===== config.mk =====
export PLATFORM = sky130hd
export DESIGN_NAME = qoa_lms_recon
export DESIGN_NICKNAME = d
export VERILOG_FILES = /design/src/rtl/qoa_lms_recon.sv
export SDC_FILE = /design/constraint.sdc
export NUM_CORES = 2
export LEC_CHECK = 0
export BUFFER_PORTS_ARGS = -buffer_cell sky130_fd_sc_hd__buf_2
export CAP_MARGIN = 20
export CELL_PAD_IN_SITES_DETAIL_PLACEMENT = 0
export CELL_PAD_IN_SITES_GLOBAL_PLACEMENT = 1
export CORE_AREA = 3 3 225 337
export DETAILED_ROUTE_END_ITERATION = 6
export DIE_AREA = 0 0 228 340
export PLACE_DENSITY = 0.77
export SYNTH_ARGS = -nofsm -noshare
export SYNTH_HDL_FRONTEND = slang
export SYNTH_SLANG_ARGS = --single-unit

===== constraint.sdc =====
create_clock -name clk -period 7.53 [get_ports clk]
set_input_delay 1.506 -clock clk [delete_from_list [all_inputs] [get_ports clk]]
set_output_delay 1.506 -clock clk [all_outputs]
set_load 0.05 [all_outputs]

===== src/rtl/qoa_lms_recon.sv =====
// qoa_lms_recon: QOA LMS predictor and sample reconstruction.
//
// Accepts one dequantized residual per handshake. It runs a 4-tap LMS dot
// product, one multiply per cycle, then adds the residual to the prediction
// and saturates the result to 16 bits. It adapts the weights, shifts the
// history and presents the sample on a valid/ready output.
//
// Ports:
//   clk, rst_n          clock, asynchronous active-low reset
//   lms_load/idx/data   IDLE-only write of history[0..3] (idx 0-3) or weight[0..3] (idx 4-7)
//   res_valid/ready     residual input handshake, res_data is signed 16-bit
//   smp_valid/ready     sample output handshake, smp_data is signed 16-bit PCM
//   busy                high whenever the block is not idle
module qoa_lms_recon (
  input  logic        clk,
  input  logic        rst_n,
  input  logic        lms_load,
  input  logic [2:0]  lms_idx,
  input  logic [15:0] lms_data,
  input  logic        res_valid,
  input  logic [15:0] res_data,
  output logic        res_ready,
  output logic        smp_valid,
  output logic [15:0] smp_data,
  input  logic        smp_ready,
  output logic        busy
);

  typedef enum logic [1:0] {StIdle, StMac, StRecon, StOut} state_e;

  state_e             r_state;
  logic signed [15:0] r_hist   [4];
  logic signed [23:0] r_weight [4];
  logic signed [41:0] r_acc;
  logic signed [15:0] r_res;
  logic [1:0]         r_idx;
  logic [15:0]        r_smp;
  logic               r_smp_valid;

  logic signed [39:0] w_prod;
  logic signed [41:0] w_sum;
  logic signed [15:0] w_smp;
  logic signed [15:0] w_delta;
  logic signed [23:0] w_wnext [4];

  always_comb begin
    w_prod  = 40'(r_hist[r_idx]) * 40'(r_weight[r_idx]);
    // r_acc is final by RECON; the prediction is its arithmetic shift by 13
    w_sum   = (r_acc >>> 13) + 42'(r_res);
    if (w_sum > 42'sd32767) begin
      w_smp = 16'sh7fff;
    end else if (w_sum < -42'sd32768) begin
      w_smp = -16'sh8000;
    end else begin
      w_smp = w_sum[15:0];
    end
    w_delta = r_res >>> 4;
    // Weight adaptation uses the pre-shift history; the sum wraps at 24 bits
    for (int i = 0; i < 4; i++) begin
      w_wnext[i] = r_weight[i] + (r_hist[i][15] ? -24'(w_delta) : 24'(w_delta));
    end
  end

  always_ff @(posedge clk or negedge rst_n) begin
    if (!rst_n) begin
      r_state     <= StIdle;
      r_acc       <= '0;
      r_res       <= '0;
      r_idx       <= '0;
      r_smp       <= '0;
      r_smp_valid <= 1'b0;
      for (int i = 0; i < 4; i++) begin
        r_hist[i]   <= '0;
        r_weight[i] <= '0;
      end
    end else begin
      unique case (r_state)
        StIdle: begin
          if (lms_load) begin
            if (lms_idx[2]) begin
              r_weight[lms_idx[1:0]] <= 24'($signed(lms_data));
            end else begin
              r_hist[lms_idx[1:0]] <= $signed(lms_data);
            end
          end else if (res_valid) begin
            r_res   <= $signed(res_data);
            r_acc   <= '0;
            r_idx   <= '0;
            r_state <= StMac;
          end
        end
        StMac: begin
          r_acc <= r_acc + 42'(w_prod);
          r_idx <= r_idx + 2'd1;
          if (r_idx == 2'd3) begin
            r_state <= StRecon;
          end
        end
        StRecon: begin
          r_smp       <= w_smp;
          r_smp_valid <= 1'b1;
          for (int i = 0; i < 4; i++) begin
            r_weight[i] <= w_wnext[i];
          end
          r_hist[0] <= r_hist[1];
          r_hist[1] <= r_hist[2];
          r_hist[2] <= r_hist[3];
          r_hist[3] <= w_smp;
          r_state   <= StOut;
        end
        StOut: begin
          if (smp_ready) begin
            r_smp_valid <= 1'b0;
            r_state     <= StIdle;
          end
        end
        default: r_state <= StIdle;
      endcase
    end
  end

  // Residual is only taken when the load port is quiet, so loads win in IDLE
  assign res_ready = (r_state == StIdle) && !lms_load;
  assign busy      = (r_state != StIdle);
  assign smp_valid = r_smp_valid;
  assign smp_data  = r_smp;

endmodule

# After elaboration in Yosys (flattened, before gate mapping)
# Cells that the tools add are included.
# W data, S select, Z words.
totals:
  ff_bits: 239
  inputBits: 40
  out_inout_bits: 19
classes:
  add_sub_neg: 8
  mul: 1
  n_lt_le_gt_ge: 5
  eq_ne: 11
  muxes: 37
  n_bitwise: 3
  n_reduce_logical: 14
ops:
  columns: ["op", "n"]
  rows:
  - ["$mux W96", 2]
  - ["$pmux W96 S2", 1]
  - ["$mux W24", 7]
  - ["$mux W64", 2]
  - ["$pmux W64 S2", 1]
  - ["$add A24 B24 Y24", 4]
  - ["$bwmux W96", 1]
  - ["$mux W42", 2]
  - ["$pmux W42 S2", 1]
  - ["$mux W16", 5]
  - ["$bwmux W64", 1]
  - ["$bmux W24 S2", 1]
  - ["$demux W24 S2", 1]
  - ["$add A42 B40 Y42", 1]
  - ["$mul A16 B24 Y40", 1]
  - ["$bmux W16 S2", 1]
  - ["$demux W16 S2", 1]
  - ["$add A29 B16 Y30", 1]
  - ["$gt A30 B16 Y1 const B", 1]
  - ["$lt A30 B16 Y1 const B", 1]
  - ["$neg A12 Y24", 1]
  - ["$ne A2 B2 Y1 const B", 7]
  - ["$mux W2", 6]
  - ["$reduce_and A3 Y1", 4]
  - ["17 further kinds", 25]

# Depth between registers and ports, before layout
logic_depth:
  word_depth: 9
  depth_mapped: 33

# Worst setup path before layout
# No wires, ideal clock.
synth_path:
  path_type: "register -> register"
  startpoint: "reg r_idx[1]"
  endpoint: "reg r_acc[39]"
  setup_ps: 121
  arrival_ps: 7894
  required_time_ps: 7409
  setup_slack_ps: -485
  stages_incl_launch_ff: 31
  path_buffers: 5
  synth_period_minus_slack_ps: 8015
  cell_sequence: "dfrtp_1 > clkbuf_1 > buf_1 > clkbuf_1 > clkbuf_1 > mux4_2 > clkbuf_1 > nand2_1 > fa_1 > inv_1 > fa_1 > inv_1 > fa_1 > inv_1 > fa_1 > fa_1 > inv_1 > fa_1 > inv_1 > ha_1 > a21oi_1 > o21ai_0 > a211o_1 > a21oi_1 > nand4_1 > a31oi_1 > nor2b_1 > o41ai_1 > o31ai_1 > xor2_1 > a22o_1"
synth_via:
  elab_chain_cells: 7
  word_cells_on_any_way: 10
synth_rtl:
  columns: ["element", "line", "source"]
  rows:
  - ["start, declared", "36", "logic [1:0] r_idx;"]
  - ["start signal, assigned", "94", "r_idx <= r_idx + 2'd1;"]
  - ["$not A2 Y3 (not written as such) (*)", "47", "w_prod = 40'(r_hist[r_idx]) * 40'(r_weight[r_idx]);"]
  - ["$bmux W16 S2 / $bmux W24 S2 (equally long branches)", "47", null]
  - ["$mux W16 (not written as such) / $mux W24 (equally long branches) (2 in series)", "47", null]
  - ["$mul A16 B24 Y40 (*)", "47", null]
  - ["$add A42 B40 Y42 (*)", "93", "r_acc <= r_acc + 42'(w_prod);"]
  - ["$pmux W42 S2 (*)", "77", "unique case (r_state)"]
  - ["end signal, assigned", "93", null]
  - ["end, declared", "34", "logic signed [41:0] r_acc;"]
# Every way passes the cells marked *; elsewhere a longest branch is shown, timed or not. The select of a mux whose other input is x is not followed.
# A chain may end at the register's enable or synchronous reset.

# Worst setup path after layout
layout_path:
  startpoint: "reg r_idx[0]"
  endpoint: "reg r_acc[34]"
# The elaborated chain is that of the path after synthesis.

==> results.tsv <==
stage	metric	value	unit
sta	Achievable Freq	0.1359	GHz
worst_setup_path	Crit Path Max Fanout	20	
worst_setup_path	largest stage delay on the critical path	0.61	ns
detailed_routing	DRC	1	
sta	Final Cycle Share	0.9769	
detailed_routing	Pre-antenna DRT Iters	7	
sta	setup violators final	0	
synth	flops & latches, synth	239	
place	area post-placement	35920	µm²
detailed_routing	Iter 0 DRT Violations	2288	
run_status	status	finished with violations	
global_route	gr ovfl total	0	
synth	Yosys top cell by area	fa_1	
synth	Synth Warn #	0	
sta	fin crit period	7.356	ns
floorplan	Chip Width	228	µm
final_layout	Fillers	7024	
worst_setup_path	Worst Path Required	8.00	ns
worst_setup_path	CP Class	reg2reg	
sta	Slew Limit Fails	0	
floorplan	die area	77520	µm²
floorplan	I/O pin count	59	
clocking	H-tree levels	1	
global_route	GRT Util Overall	0.2895	
run	Max Cap Violations	0	
place	Post-Place Cells	4811	
synth	top post-synthesis cells by area	fa_1 (26%), dfrtp_1 (18%), ha_1 (9.1%)	
sta	Fin Setup TNS	0	ns
global_route	largest net degree at the start of global routing	129	
floorplan	Rows	121	
synth	Seq/Total Area, Yosys	0.1783	
clocking	Clock Sinks	239	
place	gpl congestion	0.9804	
final_layout	Final Instance Count excl. Fillers	4886	
final_layout	fin area	37340	µm²
worst_setup_path	CP most frequent cell	fa_1	
global_route	initial antenna violation count	2	
global_route	vias in the first global route	29703	
clocking	cts bufs inserted	29	
synth	synthesized area	33540	µm²
worst_setup_path	crit path capture type	register	
synth	Syn Nets	4507	
detailed_routing	WL per Instance	23.09	µm
sta	Fin. Hold Viols	0	
detailed_routing	vias per cell	5.832	
final_layout	fraction of layout cells with a size suffix above 1	0.1136	
synth	number of distinct library cells after synthesis	79	
synth	number of enable flip-flop cells after synthesis	0	
global_route	first-pass GRT wire length	174.0	mm
floorplan	initial core utilization	0.4596	
min_path	worst min path class	reg2reg	
synth	Post-Syn Instances	3792	
sta	Fin Clk Skew	0.01783	ns
sta	setup repair after global routing missed its margin	yes	
detailed_routing	WL final	112.8	mm
sta	hold slack final	0.5146	ns
sta	Max-slew headroom	0.2736	
synth	post-synth top area share	0.2567	
place	port buffer count	58	
synth	Top FF cell, synth	dfrtp_1	
final_layout	Nets	4594	
sta	Slew @ Worst Pin	1.087	ns
floorplan	core area	72970	µm²
clocking	Root Buffer	clkbuf_16	
worst_setup_path	Reg2Reg Setup Slack	0.17	ns
clocking	worst skew pair latency	0.60	ns
synth	syn avg cell area	8.844	µm²
worst_setup_path	Crit-path slowest cell	mux4_2	
final_layout	Layout area overhead	11.33	%
synth	FFs w/ async S/R, synth	1.000	
run_status	failing checks	DRC	
clocking	clock-pin slew on the worst setup and hold paths	0.07	ns
worst_setup_path	arrival time worst endpoint	7.83	ns
detailed_routing	Vias	28497	
worst_setup_path	startpoint types	register	
place	Post-DP HPWL	90.34	mm
clocking	CTS max path bufs	3	
clocking	TritonCTS clock tree	built	
detailed_routing	Routed Antenna Nets	0	
floorplan	DIE HEIGHT	340	µm
## critical path, delay by kind of cell (launching register included)
family	cells	cell delay (ns)
AO/OA/AOI/OAI	9	1.45
XOR/XNOR	1	0.21
adder cells (fa/ha/maj)	7	3.33
buffers and inverters	7	0.82
flip-flops	1	0.47
multiplexers	1	0.61
AND/OR/NAND/NOR	2	0.30
## layout make-up
| cell class | count | area [µm²] | area share |
|---|---|---|---|
| Antenna cell | 2 | 5.005 | 0.0001340 |
| Clock buffer | 32 | 747.0 | 0.02001 |
| Clock inverter | 20 | 259.0 | 0.006937 |
| Inverter | 518 | 1944 | 0.05208 |
| Multi-Input combinational cell | 2831 | 25090 | 0.6721 |
| Sequential cell | 239 | 5986 | 0.1603 |
| Tap cell | 984 | 1231 | 0.03297 |
| Timing Repair Buffer | 260 | 2072 | 0.05549 |
## layer usage
layer,vias up,part of all wire,track usage
met5,-,0,0
li1,12881,-,-
met1,14300,0.38,0.3487
met2,1028,0.50,0.5126
met3,288,0.057,0.02897
met4,0,0.062,0.1499
## synth_stat cells (all sizes together) (4+ instances only)
cell type,count
xor2,55
or2,8
ha,245
o21bai,22
o41ai,4
nand4,13
o22a,20
a21o,104
nand2,369
o21a,37
a211o,8
o22ai,98
nor3,23
a221oi,33
a22oi,99
mux4,24
dfrtp,239
mux2i,22
nor2b,58
inv,517
or3,18
clkbuf,173
a31oi,17
nand4b,4
o31a,6
nand2b,32
a211oi,9
a21oi,233
nor4,6
and2,70
xnor2,129
buf,31
nor2,287
a22o,11
o211ai,13
o21ai,182
a2111oi,7
fa,430
o31ai,12
and4,5
and3,14
mux2,32
nand3,29
## layout by cell type, fill, tap and decap left out, types with 15 or more instances in the layout
cell type and n:
nor3_1 22, nand2b_1 32, o21bai_1 22, mux2_2 32, a221oi_1 33, and2_1 70, a21o_1 103, o21a_1 30
fa_1 427, xor2_1 55, mux2i_1 21, nand2_1 367, ha_1 240, or3_1 15, nand3_1 29, mux4_2 24
a31oi_1 15, o22ai_1 98, buf_2 57, nor2_1 281, a21oi_1 228, nor2b_1 57, o21ai_1 22, inv_1 512
buf_12 17, xnor2_1 129, buf_4 178, o21ai_0 152, a22oi_1 98, o22a_1 20, clkbuf_16 29, dfrtp_1 237
## worst paths after layout
check | startpoint | endpoint | cells after the start
min | r_acc[1]$_DFFE_PN0P_ | r_acc[1]$_DFFE_PN0P_ | 1
max | r_idx[0]$_DFFE_PN0P_ | r_acc[34]$_DFFE_PN0P_ | 27
min reg2reg | r_acc[1]$_DFFE_PN0P_ | r_acc[1]$_DFFE_PN0P_ | 1
max in group asynchronous | rst_n | r_idx[0]$_DFFE_PN0P_ | 2
min in group asynchronous | rst_n | smp_data[15]$_DFFE_PN0P_ | 1
max reg2reg | r_idx[0]$_DFFE_PN0P_ | r_acc[34]$_DFFE_PN0P_ | 27
## per-stage QoR
step / worst slack, ns / utilization
after floorplan: 0.006294 / -
after global placement: -0.1234 / 0.4920
after detailed placement: -0.1524 / 0.4922
after CTS: 0.01565 / 0.5086
after global routing: -0.02175 / 0.5117
final: 0.1738 / 0.5117
## repair_timing
action / 4_1_cts / 5_1_grt
gates resized for setup: 15 / 47
pin swaps: 4 / 15
setup buffers: 12 / 7
endpoints found under the setup margin: 7 / 10
cloned: 1 / 0
hold buffers: 0 / 0
## flip-flops by register name, indices dropped and copies added (netlist names)
name       flops
r_hist        64
r_idx          2
r_state        2
r_res         16
smp_data      16
r_acc         42
smp_valid      1
r_weight      96
## cell families after synthesis
logic type               synth area share
AO/OA/AOI/OAI                      0.1831
XOR/XNOR                          0.04805
adder cells (fa/ha/maj)            0.3481
buffers and inverters             0.08130
flip-flops                         0.1783
multiplexers                      0.03343
AND/OR/NAND/NOR                    0.1277
Power is not shown: default switching activity piles up to over one toggle a cycle in this logic, so the estimate is an artifact.
